### src/rtl/pac_pkg.sv
// Shared Pac-Man motion constants: direction codes, playfield geometry and
// the sequencer state encoding used by pac_mover.
package pac_pkg;

    localparam logic [1:0] DIR_UP    = 2'b00;
    localparam logic [1:0] DIR_DOWN  = 2'b01;
    localparam logic [1:0] DIR_LEFT  = 2'b10;
    localparam logic [1:0] DIR_RIGHT = 2'b11;

    localparam int STEP    = 8;
    localparam int X_SPAN  = 640;
    localparam int Y_MAX   = 472;
    localparam int START_X = 312;
    localparam int START_Y = 368;

    typedef enum logic [2:0] {
        IDLE,
        PROBE_REQ,
        WAIT_REQ,
        PROBE_CUR,
        WAIT_CUR,
        COMMIT
    } state_t;

endpackage

### src/rtl/pac_step.sv
// Combinational one-step lookahead: next tile position along a heading,
// with horizontal tunnel wrap and a vertical playfield-edge gate.
module pac_step #(
    parameter int STEP   = pac_pkg::STEP,
    parameter int X_SPAN = pac_pkg::X_SPAN,
    parameter int Y_MAX  = pac_pkg::Y_MAX
) (
    input  logic [9:0] x,
    input  logic [8:0] y,
    input  logic [1:0] dir,
    output logic [9:0] nx,
    output logic [8:0] ny,
    output logic       gate_blocked
);
    import pac_pkg::*;

    localparam logic [10:0] S  = 11'(STEP);
    localparam logic [10:0] XS = 11'(X_SPAN);
    localparam logic [10:0] YM = 11'(Y_MAX);

    logic [10:0] x11;
    logic [10:0] y11;

    assign x11 = {1'b0, x};
    assign y11 = {2'b00, y};

    // Arithmetic is done at 11 bits so the wrap compares cannot overflow.
    always_comb begin
        nx           = x;
        ny           = y;
        gate_blocked = 1'b0;
        case (dir)
            DIR_UP: begin
                ny           = 9'(y11 - S);
                gate_blocked = (y11 < S);
            end
            DIR_DOWN: begin
                ny           = 9'(y11 + S);
                gate_blocked = ((y11 + S) > YM);
            end
            DIR_LEFT: begin
                nx = (x11 < S) ? 10'(x11 + XS - S) : 10'(x11 - S);
            end
            default: begin
                nx = ((x11 + S) >= XS) ? 10'(x11 + S - XS) : 10'(x11 + S);
            end
        endcase
    end

endmodule

### src/rtl/pac_mover.sv
// Pac-Man motion sequencer: per movement tick, probes the requested heading,
// falls back to the current heading, and commits the first free one.
module pac_mover #(
    parameter int STEP    = pac_pkg::STEP,
    parameter int X_SPAN  = pac_pkg::X_SPAN,
    parameter int Y_MAX   = pac_pkg::Y_MAX,
    parameter int START_X = pac_pkg::START_X,
    parameter int START_Y = pac_pkg::START_Y,
    parameter int CHK_LAT = 1
) (
    input  logic       clk,
    input  logic       rst,
    input  logic       move_tick,
    input  logic [1:0] dir_req,
    input  logic       dir_req_valid,
    output logic [9:0] chk_x,
    output logic [8:0] chk_y,
    output logic [1:0] chk_dir,
    output logic       chk_valid,
    input  logic       chk_ok,
    output logic [9:0] pac_x,
    output logic [8:0] pac_y,
    output logic [1:0] pac_dir,
    output logic       moving,
    output logic       busy
);
    import pac_pkg::*;

    state_t     state, state_nx;
    logic [1:0] pend;
    logic [1:0] try_dir;
    logic       sel_cur;
    logic [1:0] lat_cnt;
    logic [1:0] snap_dir;
    logic [1:0] step_dir;
    logic [9:0] nx;
    logic [8:0] ny;
    logic       gate;
    logic       start, to_cur, stop, commit;

    // A request in the same cycle as the tick wins over the stored one.
    assign snap_dir = dir_req_valid ? dir_req : pend;
    assign step_dir = sel_cur ? pac_dir : try_dir;
    assign busy     = (state != IDLE);

    pac_step #(
        .STEP  (STEP),
        .X_SPAN(X_SPAN),
        .Y_MAX (Y_MAX)
    ) u_step (
        .x           (pac_x),
        .y           (pac_y),
        .dir         (step_dir),
        .nx          (nx),
        .ny          (ny),
        .gate_blocked(gate)
    );

    always_ff @(posedge clk) begin
        if (rst) state <= IDLE;
        else     state <= state_nx;
    end

    always_comb begin
        state_nx  = state;
        chk_valid = 1'b0;
        start     = 1'b0;
        to_cur    = 1'b0;
        stop      = 1'b0;
        commit    = 1'b0;
        case (state)
            IDLE: begin
                if (move_tick) begin
                    start    = 1'b1;
                    state_nx = PROBE_REQ;
                end
            end
            PROBE_REQ: begin
                if (!gate) begin
                    chk_valid = 1'b1;
                    state_nx  = WAIT_REQ;
                end else if (try_dir == pac_dir) begin
                    stop     = 1'b1;
                    state_nx = IDLE;
                end else begin
                    to_cur   = 1'b1;
                    state_nx = PROBE_CUR;
                end
            end
            WAIT_REQ: begin
                if (lat_cnt == 2'(CHK_LAT)) begin
                    if (chk_ok) begin
                        state_nx = COMMIT;
                    end else if (try_dir == pac_dir) begin
                        stop     = 1'b1;
                        state_nx = IDLE;
                    end else begin
                        to_cur   = 1'b1;
                        state_nx = PROBE_CUR;
                    end
                end
            end
            PROBE_CUR: begin
                if (!gate) begin
                    chk_valid = 1'b1;
                    state_nx  = WAIT_CUR;
                end else begin
                    stop     = 1'b1;
                    state_nx = IDLE;
                end
            end
            WAIT_CUR: begin
                if (lat_cnt == 2'(CHK_LAT)) begin
                    if (chk_ok) begin
                        state_nx = COMMIT;
                    end else begin
                        stop     = 1'b1;
                        state_nx = IDLE;
                    end
                end
            end
            COMMIT: begin
                commit   = 1'b1;
                state_nx = IDLE;
            end
            default: state_nx = IDLE;
        endcase
    end

    // Query registers are loaded on entry to a probe so they are already
    // valid in the cycle chk_valid is raised.
    always_ff @(posedge clk) begin
        if (rst) begin
            pend    <= DIR_LEFT;
            try_dir <= DIR_LEFT;
            sel_cur <= 1'b0;
            lat_cnt <= 2'd0;
            chk_x   <= 10'(START_X);
            chk_y   <= 9'(START_Y);
            chk_dir <= DIR_LEFT;
            pac_x   <= 10'(START_X);
            pac_y   <= 9'(START_Y);
            pac_dir <= DIR_LEFT;
            moving  <= 1'b0;
        end else begin
            if (dir_req_valid) pend <= dir_req;
            if (start) begin
                try_dir <= snap_dir;
                sel_cur <= 1'b0;
                chk_x   <= pac_x;
                chk_y   <= pac_y;
                chk_dir <= snap_dir;
            end
            if (to_cur) begin
                sel_cur <= 1'b1;
                chk_dir <= pac_dir;
            end
            if (state == PROBE_REQ || state == PROBE_CUR)
                lat_cnt <= 2'd1;
            else if (state == WAIT_REQ || state == WAIT_CUR)
                lat_cnt <= lat_cnt + 2'd1;
            if (stop) moving <= 1'b0;
            if (commit) begin
                pac_dir <= step_dir;
                pac_x   <= nx;
                pac_y   <= ny;
                moving  <= 1'b1;
            end
        end
    end

endmodule

### config.mk
export PLATFORM = sky130hd
export DESIGN_NAME = pac_mover
export DESIGN_NICKNAME = d
export VERILOG_FILES = /design/src/rtl/pac_pkg.sv /design/src/rtl/pac_step.sv /design/src/rtl/pac_mover.sv
export SDC_FILE = /design/constraint.sdc
export NUM_CORES = 1
export LEC_CHECK = 0
export ABC_CLOCK_PERIOD_IN_PS = 2950
export CORE_MARGIN = 2
export CORE_UTILIZATION = 54
export DETAILED_ROUTE_END_ITERATION = 16
export PLACE_DENSITY_LB_ADDON = 0.12
export SLEW_MARGIN = 40
export SYNTH_ARGS = -nofsm -noshare
export SYNTH_HDL_FRONTEND = slang
export SYNTH_HIERARCHICAL = 1
export SYNTH_SLANG_ARGS = --single-unit
### constraint.sdc
create_clock -name clk -period 2.95 [get_ports clk]
set_clock_uncertainty 0.1 [all_clocks]
set_input_delay 0.4425 -clock clk [delete_from_list [all_inputs] [get_ports clk]]
set_output_delay 0.4425 -clock clk [all_outputs]
set_load 0.02 [all_outputs]
==> reports/results.txt <==
Wirelength per Cell: 13.9 um
combinational power share: 37.0%
Clk pwr share: 23.4%
critical path arrival: 2190 ps
Fin Hold WS: 359 ps
FF-to-FF setup slack: 270 ps
Synth async-reset ratio: 0%
share of cells above drive strength 1: 10.9%
CP Launch Type: register
clock latency on the worst-skew pair: 310 ps
kind of end point of the critical path: primary output
antenna viol nets, final: 0
Buffers on Ports: 51
Remaining DRCs: 0
Tmin final: 2730 ps
net load switching power: 0.765 mW
worst r2r src: pac_x[6]
vias in the first global route: 2,543
post-synth top area cell: dfxtp_1
# rows: 27
Hold Path Depth: 2
gpl congestion: 0.910
worst hold start: chk_y[3]
root buffer cell: clkbuf_8
Post-Synthesis Net Count: 417
initial core utilization: 55.7%
area grow syn2layout: 23.2%
Leak: 1.50 nW
post-synth cell types: 56
top sig layer: met4
status: finished, final reports clean
drt total wl: 7.22 mm
synthesized area: 3070 sq um
Critical Path Slowest Stage Cell: or3b_2
actual slew at the worst max-slew pin: 613 ps
total CTS buffers: 5
fmax: 0.366 GHz
worst min-delay path category: register to register
met2 routed WL: 3.68 mm
critical path fanouts, max: 5
chip height: 79.4 um
dpl hpwl: 5.17 mm
final setup TNS: 0 ps
Mapped Avg Cell Area: 7.60 sq um
worst hold endpoint: chk_y[3]
clk sinks: 53
Post-Layout Cell Count: 520
post-synth top area share: 34.6%
io pins: 52
critical path, cell by cell: nand3_1 -> or3b_2 -> nand4b_1 -> a211o_1 -> o41ai_1 -> nor3b_1 -> dlygate4sd2_1
Die X: 79.4 um
diode count: 0
unrepaired setup endpoints after global routing: false
met1 WL: 3.24 mm
drt first pass iters: 4
overflow left after global routing: 0
power density over the cells: 572 nW/um^2
ys flop type: dfxtp_1
GRT Resource Usage Total: 23.0%
final hold violation count: 0
antenna violations before repair: 0
met3 wire len: 218 um
TritonCTS clock tree: yes
max-slew violation count: 0
placed insts: 511
Post-synth EDFFs: 0
pin count of the biggest net entering global routing: 27
post-synthesis sequential area ratio: 34.6%
switching share of power: 35.4%
first-pass GRT wire length: 11.7 mm
Max Cap Viol: 0
final period utilization: 92.7%
Crit Path Class: register to primary output
Clock transition at path regs: 100 ps
most frequent cells after synthesis: nand2_1 (99), dfxtp_1 (53), a21oi_1 (35)
Yosys warning total: 6
Critical Path RT: 2410 ps
Syn Inst Count: 404
path depth of the worst reg2reg path: 12
worst reg2reg path endpoint: pac_x[8]
max_slew headroom: 59.1%
most frequent cell after synthesis: nand2_1
CP peak stage delay: 470 ps
post-layout net count: 460
vias per cell: 5.60
DIE AREA: 6300 sq um
Internal: 1.40 mW
total power draw: 2.16 mW
core area: 5510 sq um
hold_buf cts: 0
peak supply drop: 0.000369 V
Post-CTS Setup Inserts: 0
synth top area cells: dfxtp_1 (35%), nand2_1 (12%), a21oi_1 (5.7%)
via count: 2,912
Reg power frac: 39.6%
initial DRC count: 128
Clock Path Buffers: 2
final setup fails: 0
H-tree Lvls: 2
Synth Register Bits: 53
-- registers in the layout, indices dropped and copies added, names as in the netlist --
name     flops
try_dir      2
moving       1
pac_dir      2
pac_x       10
chk_dir      2
state        3
lat_cnt      2
sel_cur      1
chk_y        9
chk_x       10
pac_y        9
pend         2
-- worst max-delay path by stage --
stage | start | cells past startpoint | slack [ps] | to
finish | pac_y[4] | 7 | 220 | chk_valid
global route | pac_y[4] | 7 | 10 | chk_valid
detailed placement | pac_y[3] | 7 | 290 | chk_valid
floorplan | pac_y[5] | 7 | 240 | chk_valid
CTS | sel_cur | 6 | 220 | chk_valid
global placement | pac_y[3] | 7 | 330 | chk_valid
-- power groups by stage --
| stage | combinational (mW) | sequential (mW) | clock [mW] |
|---|---|---|---|
| floorplan | 0.523 | 0.894 | 0 |
| global placement | 0.778 | 0.871 | 0 |
| detailed placement | 0.791 | 0.874 | 0 |
| CTS | 0.791 | 0.857 | 0.515 |
| global route | 0.884 | 0.869 | 0.542 |
| finish | 0.800 | 0.857 | 0.505 |
-- worst max-delay path, delay by kind of cell (launching register included) --
family | cells | cell delay (ps)
AOI/OAI and AO/OA | 2 | 200
buffers and inverters | 1 | 350
DFF | 1 | 420
and+or+nand+nor | 4 | 910
-- stage by stage --
step / cell area, sq um / setup slack (ps) / util, %
3_5_place_dp: 3660 / 291 / 66.4
3_3_place_gp: 3660 / 330 / 66.4
2_1_floorplan: 3070 / 240 / -
5_1_grt: 3780 / 10.5 / 68.7
4_1_cts: 3770 / 218 / 68.5
6_report: 3780 / 215 / 68.7
-- cell usage in the layout (no fill, tap or decap), types with 6 or more instances in the layout --
master	netlist	final
xor2_1	6	6
clkdlybuf4s50_1	0	50
nand3_1	7	7
inv_1	10	10
buf_4	6	23
nand3b_1	23	23
a21oi_1	35	35
o21ai_0	8	8
ha_1	6	6
nand2_1	99	99
dfxtp_1	53	53
nor2_1	21	21
xnor2_1	10	10
-- timing repair --
item,in CTS,in global routing
gates resized for setup,1,0
hold endpoints to repair,0,0
setup endpoints to repair,1,0
-- per-layer routing --
| metal | GRT usage [%] | up-vias |
|---|---|---|
| met5 | 0 | - |
| met4 | 6.55 | 0 |
| met3 | 3.05 | 7 |
| met2 | 40.8 | 45 |
| met1 | 29.1 | 1384 |
| li1 | - | 1476 |
-- cell families after synthesis --
kind of cell | after synthesis | share of synthesized area, %
compound gates | 77 | 16.3
xor+xnor | 16 | 4.57
fa+ha+maj | 6 | 2.45
buf+inv | 49 | 7.22
flops | 53 | 34.6
mux | 8 | 2.81
simple gates | 195 | 32.1
-- layout make-up --
cell class / count / area [sq um]
Multi-Input combinational cell: 302 / 1790
Fill cell: 492 / 1730
Sequential cell: 53 / 1060
Timing Repair Buffer: 75 / 693
Tap cell: 72 / 90.1
Clock buffer: 5 / 68.8
Clock inverter: 3 / 43.8
Inverter: 10 / 37.5
Power figures use the tool's default switching activity.
